### src/rtl/lsu_mem_ctrl.sv
// lsu_mem_ctrl: RV32I load/store controller for a word-addressed memory; sub-word stores use read-modify-write
module lsu_mem_ctrl #(
    parameter int ADDR_WIDTH     = 32,
    parameter int MEM_ADDR_WIDTH = 10,
    parameter int DATA_WIDTH     = 32
) (
    input  logic                      clk,
    input  logic                      reset,
    input  logic                      i_Req,
    input  logic                      i_We,
    input  logic [2:0]                i_Funct3,
    input  logic [ADDR_WIDTH-1:0]     i_Addr,
    input  logic [DATA_WIDTH-1:0]     i_WData,
    output logic                      o_Busy,
    output logic                      o_Done,
    output logic                      o_Fault,
    output logic [DATA_WIDTH-1:0]     o_RData,
    output logic [MEM_ADDR_WIDTH-1:0] o_MemAddr,
    output logic [DATA_WIDTH-1:0]     o_MemDataOut,
    output logic                      o_MemWrEn,
    input  logic [DATA_WIDTH-1:0]     i_MemDataIn
);
    typedef enum logic [2:0] {IDLE, LOAD, RMW_RD, WRITE, DONE} state_t;
    state_t state, state_n;
    logic [MEM_ADDR_WIDTH+1:0] addr_q;
    logic [DATA_WIDTH-1:0] wdata_q, merge_q, load_n, merge_n, ins_mask;
    logic [2:0] funct3_q;
    logic fault_q, fault_n, unused_addr;
    logic [4:0] sh;
    logic [7:0] lane_b;
    logic [15:0] lane_h;
    // Bits above the memory index are dropped so addresses wrap modulo memory size
    assign unused_addr = ^i_Addr[ADDR_WIDTH-1:MEM_ADDR_WIDTH+2];
    always_comb begin
        fault_n = (i_We ? i_Funct3 > 3'd2 : (i_Funct3 == 3'd3 || i_Funct3[2:1] == 2'b11))
                  || (i_Funct3[1:0] == 2'd1 && i_Addr[0])
                  || (i_Funct3[1:0] == 2'd2 && i_Addr[1:0] != 2'd0);
        state_n = IDLE;
        case (state)
            IDLE:    state_n = !i_Req ? IDLE : fault_n ? DONE : !i_We ? LOAD
                               : i_Funct3[1:0] == 2'd2 ? WRITE : RMW_RD;
            LOAD:    state_n = DONE;
            RMW_RD:  state_n = WRITE;
            WRITE:   state_n = DONE;
            default: state_n = IDLE;
        endcase
    end
    always_comb begin
        sh = {addr_q[1:0], 3'b000};
        lane_b = 8'(i_MemDataIn >> sh);
        lane_h = addr_q[1] ? i_MemDataIn[31:16] : i_MemDataIn[15:0];
        load_n = funct3_q[1:0] == 2'd0 ? {{24{~funct3_q[2] & lane_b[7]}}, lane_b}
               : funct3_q[1:0] == 2'd1 ? {{16{~funct3_q[2] & lane_h[15]}}, lane_h}
               : i_MemDataIn;
        ins_mask = (funct3_q[0] ? 32'h0000_FFFF : 32'h0000_00FF) << sh;
        merge_n = (i_MemDataIn & ~ins_mask) | ((wdata_q << sh) & ins_mask);
    end
    always_ff @(posedge clk or posedge reset) begin
        if (reset) begin
            state    <= IDLE;
            addr_q   <= '0;
            wdata_q  <= '0;
            funct3_q <= '0;
            fault_q  <= 1'b0;
            merge_q  <= '0;
            o_RData  <= '0;
        end else begin
            state <= state_n;
            if (state == IDLE && i_Req) begin
                addr_q   <= i_Addr[MEM_ADDR_WIDTH+1:0];
                wdata_q  <= i_WData;
                funct3_q <= i_Funct3;
                fault_q  <= fault_n;
            end
            if (state == LOAD) o_RData <= load_n;
            if (state == RMW_RD) merge_q <= merge_n;
        end
    end
    assign o_Busy       = state != IDLE;
    assign o_Done       = state == DONE;
    assign o_Fault      = o_Done & fault_q;
    assign o_MemWrEn    = state == WRITE;
    assign o_MemAddr    = addr_q[MEM_ADDR_WIDTH+1:2];
    assign o_MemDataOut = o_MemWrEn ? (funct3_q[1:0] == 2'd2 ? wdata_q : merge_q) : '0;
endmodule

### config.mk
export PLATFORM = sky130hd
export DESIGN_NAME = lsu_mem_ctrl
export DESIGN_NICKNAME = d
export VERILOG_FILES = /design/src/rtl/lsu_mem_ctrl.sv
export SDC_FILE = /design/constraint.sdc
export NUM_CORES = 1
export LEC_CHECK = 0
export ABC_AREA = 1
export BUFFER_PORTS_ARGS = -buffer_cell sky130_fd_sc_hd__buf_2
export CORE_MARGIN = 8
export CORE_UTILIZATION = 57
export DETAILED_ROUTE_END_ITERATION = 8
export PLACE_DENSITY_LB_ADDON = 0.25
export SYNTH_ARGS = -nofsm -noshare
export SYNTH_HDL_FRONTEND = slang
export SYNTH_SLANG_ARGS = --single-unit
export TNS_END_PERCENT = 30
### constraint.sdc
create_clock -name clk -period 5.9 [get_ports clk]
set_input_delay 1.18 -clock clk [delete_from_list [all_inputs] [get_ports clk]]
set_output_delay 1.18 -clock clk [all_outputs]
set_load 0.05 [all_outputs]
==> out/metrics.csv <==
stage;metric;value;unit
outcome;status;completed;
sta;Tmin final;4.530;ns
cts;clk sinks;115;
yosys;Synth Net Count;1005;
yosys;Netlist cell types;30;
detailed_routing;aggregate routed wire length;19390;um
cts;Setup Buffers After CTS;0;
hold_path;Hold WC Path Type;reg2reg;
sta;maximum clock rate;220.7;MHz
power;Gate power share;47.7;%
layout;P&R area growth vs syn;20.06;%
critical_path;CP bufs+invs;3;
grt;total gr overflow;0;
detailed_routing;drt wl/cell;16.46;um
grt;largest net degree at the start of global routing;64;
critical_path;reg2reg end;o_RData[5];
critical_path;CP required;4.72;ns
critical_path;CP max stage cell;dfrtp_1;
sta;fin crit share;76.78;%
floorplanning;site row count;38;
hold_path;Min-Delay Path Depth;2;
cts;clk slew on worst S/H paths;0.06;ns
hold_path;Worst Min Path Start;o_RData[30];
placement;Post-DP HPWL;13390;um
floorplanning;Core ar.;10890;um2
detailed_routing;drt first pass iters;6;
yosys;Cells after Synth;902;
cts;# resized after CTS;0;
critical_path;Reg2Reg Launch Point;funct3_q[1];
cts;Max clock buf depth;2;
yosys;Syn Area/Cell;7.052;um2
detailed_routing;vias;6359;
detailed_routing;drt drc;0;
cts;CTS tree;done;
layout;n_diodes;0;
detailed_routing;DRT iter0 DRCs;692;
critical_path;crit path cell chain;inv_2 -> nor2_2 -> inv_1 -> o21ai_0 -> a21oi_1 -> buf_2;
power;power density over the cells;630.1;nW/um2
power;Reg power frac;29.9;%
grt;vias in the first global route;6130;
yosys;Synth async-reset ratio;100.0;%
sta;Setup TNS Final;0;ns
critical_path;critical path class;reg2out;
critical_path;CP endpoint kind;primary output;
floorplanning;I/O Pins;181;
layout;most frequent cells in the layout;nand2_1 (406), buf_2 (160), dfrtp_1 (115);
placement;port buffer count;160;
yosys;Seq/Total Area, Yosys;45.24;%
power;Int Pwr;2.464;mW
floorplanning;chip height;121.6;um
power;Switch Pwr;2.348;mW
job;max cap viols;0;
floorplanning;Die Wd;121.6;um
detailed_routing;Detail Route Antenna Nets;0;
critical_path;worst path arrival time;3.35;ns
critical_path;crit path max fanout;23;
critical_path;largest incremental delay on the critical path;0.72;ns
layout;most common cell after layout, fill and taps aside;nand2_1;
sta;RSZ-0062 raised after global routing;false;
layout;share of cells above drive strength 1;21.58;%
critical_path;type of origin of the critical path;flip-flop;
yosys;mapped cell area;6361;um2
sta;Clock Skew;0.005757;ns
sta;slew at the pin closest to its max-slew limit;1.082;ns
cts;H-tree Lvls;4;
yosys;number of flops mapped to enable cells by yosys;0;
sta;Final Hold Fails;0;
grt;antenna violations before repair;1;
layout;nets;1128;
power;Switching Share;48.79;%
cts;total CTS buffers;17;
sta;setup violators final;0;
detailed_routing;drt via density;5.398;
power;VDD IR max;0.4144;mV
cts;Hold Buf Count CTS;0;
placement;gpl congestion;0.9433;
yosys;Yosys warning count;0;
sta;fin. max-slew vios;0;
critical_path;worst r2r path cells;5;
sta;max_slew headroom;27.77;%
yosys;Most used DFF post-synth;dfrtp_1;
cts;clk_lat worst skew;0.53;ns
grt;first-pass GRT wire length;30990;um
power;Leak;4.341;nW
critical_path;r2r setup slk;3.48;ns
yosys;#FFs+latches synth;115;
hold_path;Hold EP;o_RData[30];
grt;gr usage total;26.52;%
floorplanning;Initial Utilization;58.42;%
power;clock share of power;22.3;%
cts;clk root buf;clkbuf_8;
floorplanning;die area;14800;um2
critical_path;delay-heaviest family, CP;buffers and inverters;
power;total power;4.813;mW
-- worst reg2reg max path, delay by kind of cell (launching register included) --
kind / cells / cell delay [ns]
simple gates: 3 / 1.05
flops: 1 / 0.60
compound gates: 1 / 0.48
buf+inv: 1 / 0.23
-- worst max path at each step --
stage                start               end  slack, ns  cells past startpoint
2_1_floorplan        reset         addr_q[0]       1.68                      1
3_5_place_dp   funct3_q[1]  o_MemDataOut[31]       2.04                      6
5_1_grt        funct3_q[1]  o_MemDataOut[31]       1.16                      6
3_3_place_gp   funct3_q[1]  o_MemDataOut[31]       2.12                      6
6_report       funct3_q[1]  o_MemDataOut[31]       1.37                      6
4_1_cts        funct3_q[1]  o_MemDataOut[31]       1.44                      6
-- Yosys cell counts, types with 2 or more instances --
cell	n	share of area (%)
nand3_2	2	0.31
o22ai_1	2	0.20
dfrtp_1	115	45
inv_2	11	0.65
clkbuf_1	15	0.89
buf_2	24	1.9
nand3_1	33	2.6
nor2_2	5	0.49
nor2_1	58	3.4
buf_6	5	0.89
o21ai_1	18	1.4
o21ai_0	68	5.4
a21oi_1	21	1.7
inv_1	54	3.2
buf_4	16	1.9
o211ai_1	36	4.2
nand2_1	406	24
-- power groups by stage --
stage	Combinational (mW)	Sequential [mW]	Clock (mW)
floorplan	1.55	1.71	0
global placement	2.22	1.42	0
detailed placement	2.26	1.43	0
CTS	2.29	1.43	1.08
global route	2.55	1.48	1.12
finish	2.30	1.44	1.08
-- kinds of logic (layout without fill, tap and decap cells) --
kind of cell    Yosys count  count (layout)  share of synthesized area [%]
compound gates          148             148                          13.38
flops                   115             115                          45.24
simple gates            511             511                          31.77
buf+inv                 128             264                          9.618
-- flip-flops by register name, summed over array words and instances (netlist names) --
register / flops
wdata_q: 32
funct3_q: 3
merge_q: 32
o_RData: 32
fault_q: 1
state: 3
addr_q: 12
-- metrics by stage --
stage	util, %	setup slack, ns	hold WS [ns]	std cells	instance area (um2)
after global placement	64.50	2.118	0.4560	1146	7023
after detailed placement	64.50	2.045	0.4596	1146	7023
after global routing	70.14	1.159	0.4945	1178	7637
after CTS	70.14	1.440	0.4758	1178	7637
final	70.14	1.370	0.4723	1178	7637
after floorplan	-	1.676	0.4436	902	6361
-- per-layer routing --
metal | routed length (um) | GRT usage [%] | up-vias
met5 | 8 | 0 | -
met4 | 456 | 9.252 | 2
met3 | 1919 | 8.098 | 48
met2 | 8840 | 40.64 | 331
met1 | 8160 | 35.06 | 2883
li1 | - | - | 3095
-- layout make-up --
| type | instances | area [um2] |
|---|---|---|
| multi-input cells | 659 | 2872 |
| fillers | 927 | 3251 |
| repair buffers | 166 | 845.8 |
| clock buffers | 19 | 431.7 |
| inverters | 66 | 252.7 |
| clock inverters | 13 | 182.7 |
| flip-flops and latches | 115 | 2878 |
| well taps | 140 | 175.2 |
Power figures use the tool's default switching activity.
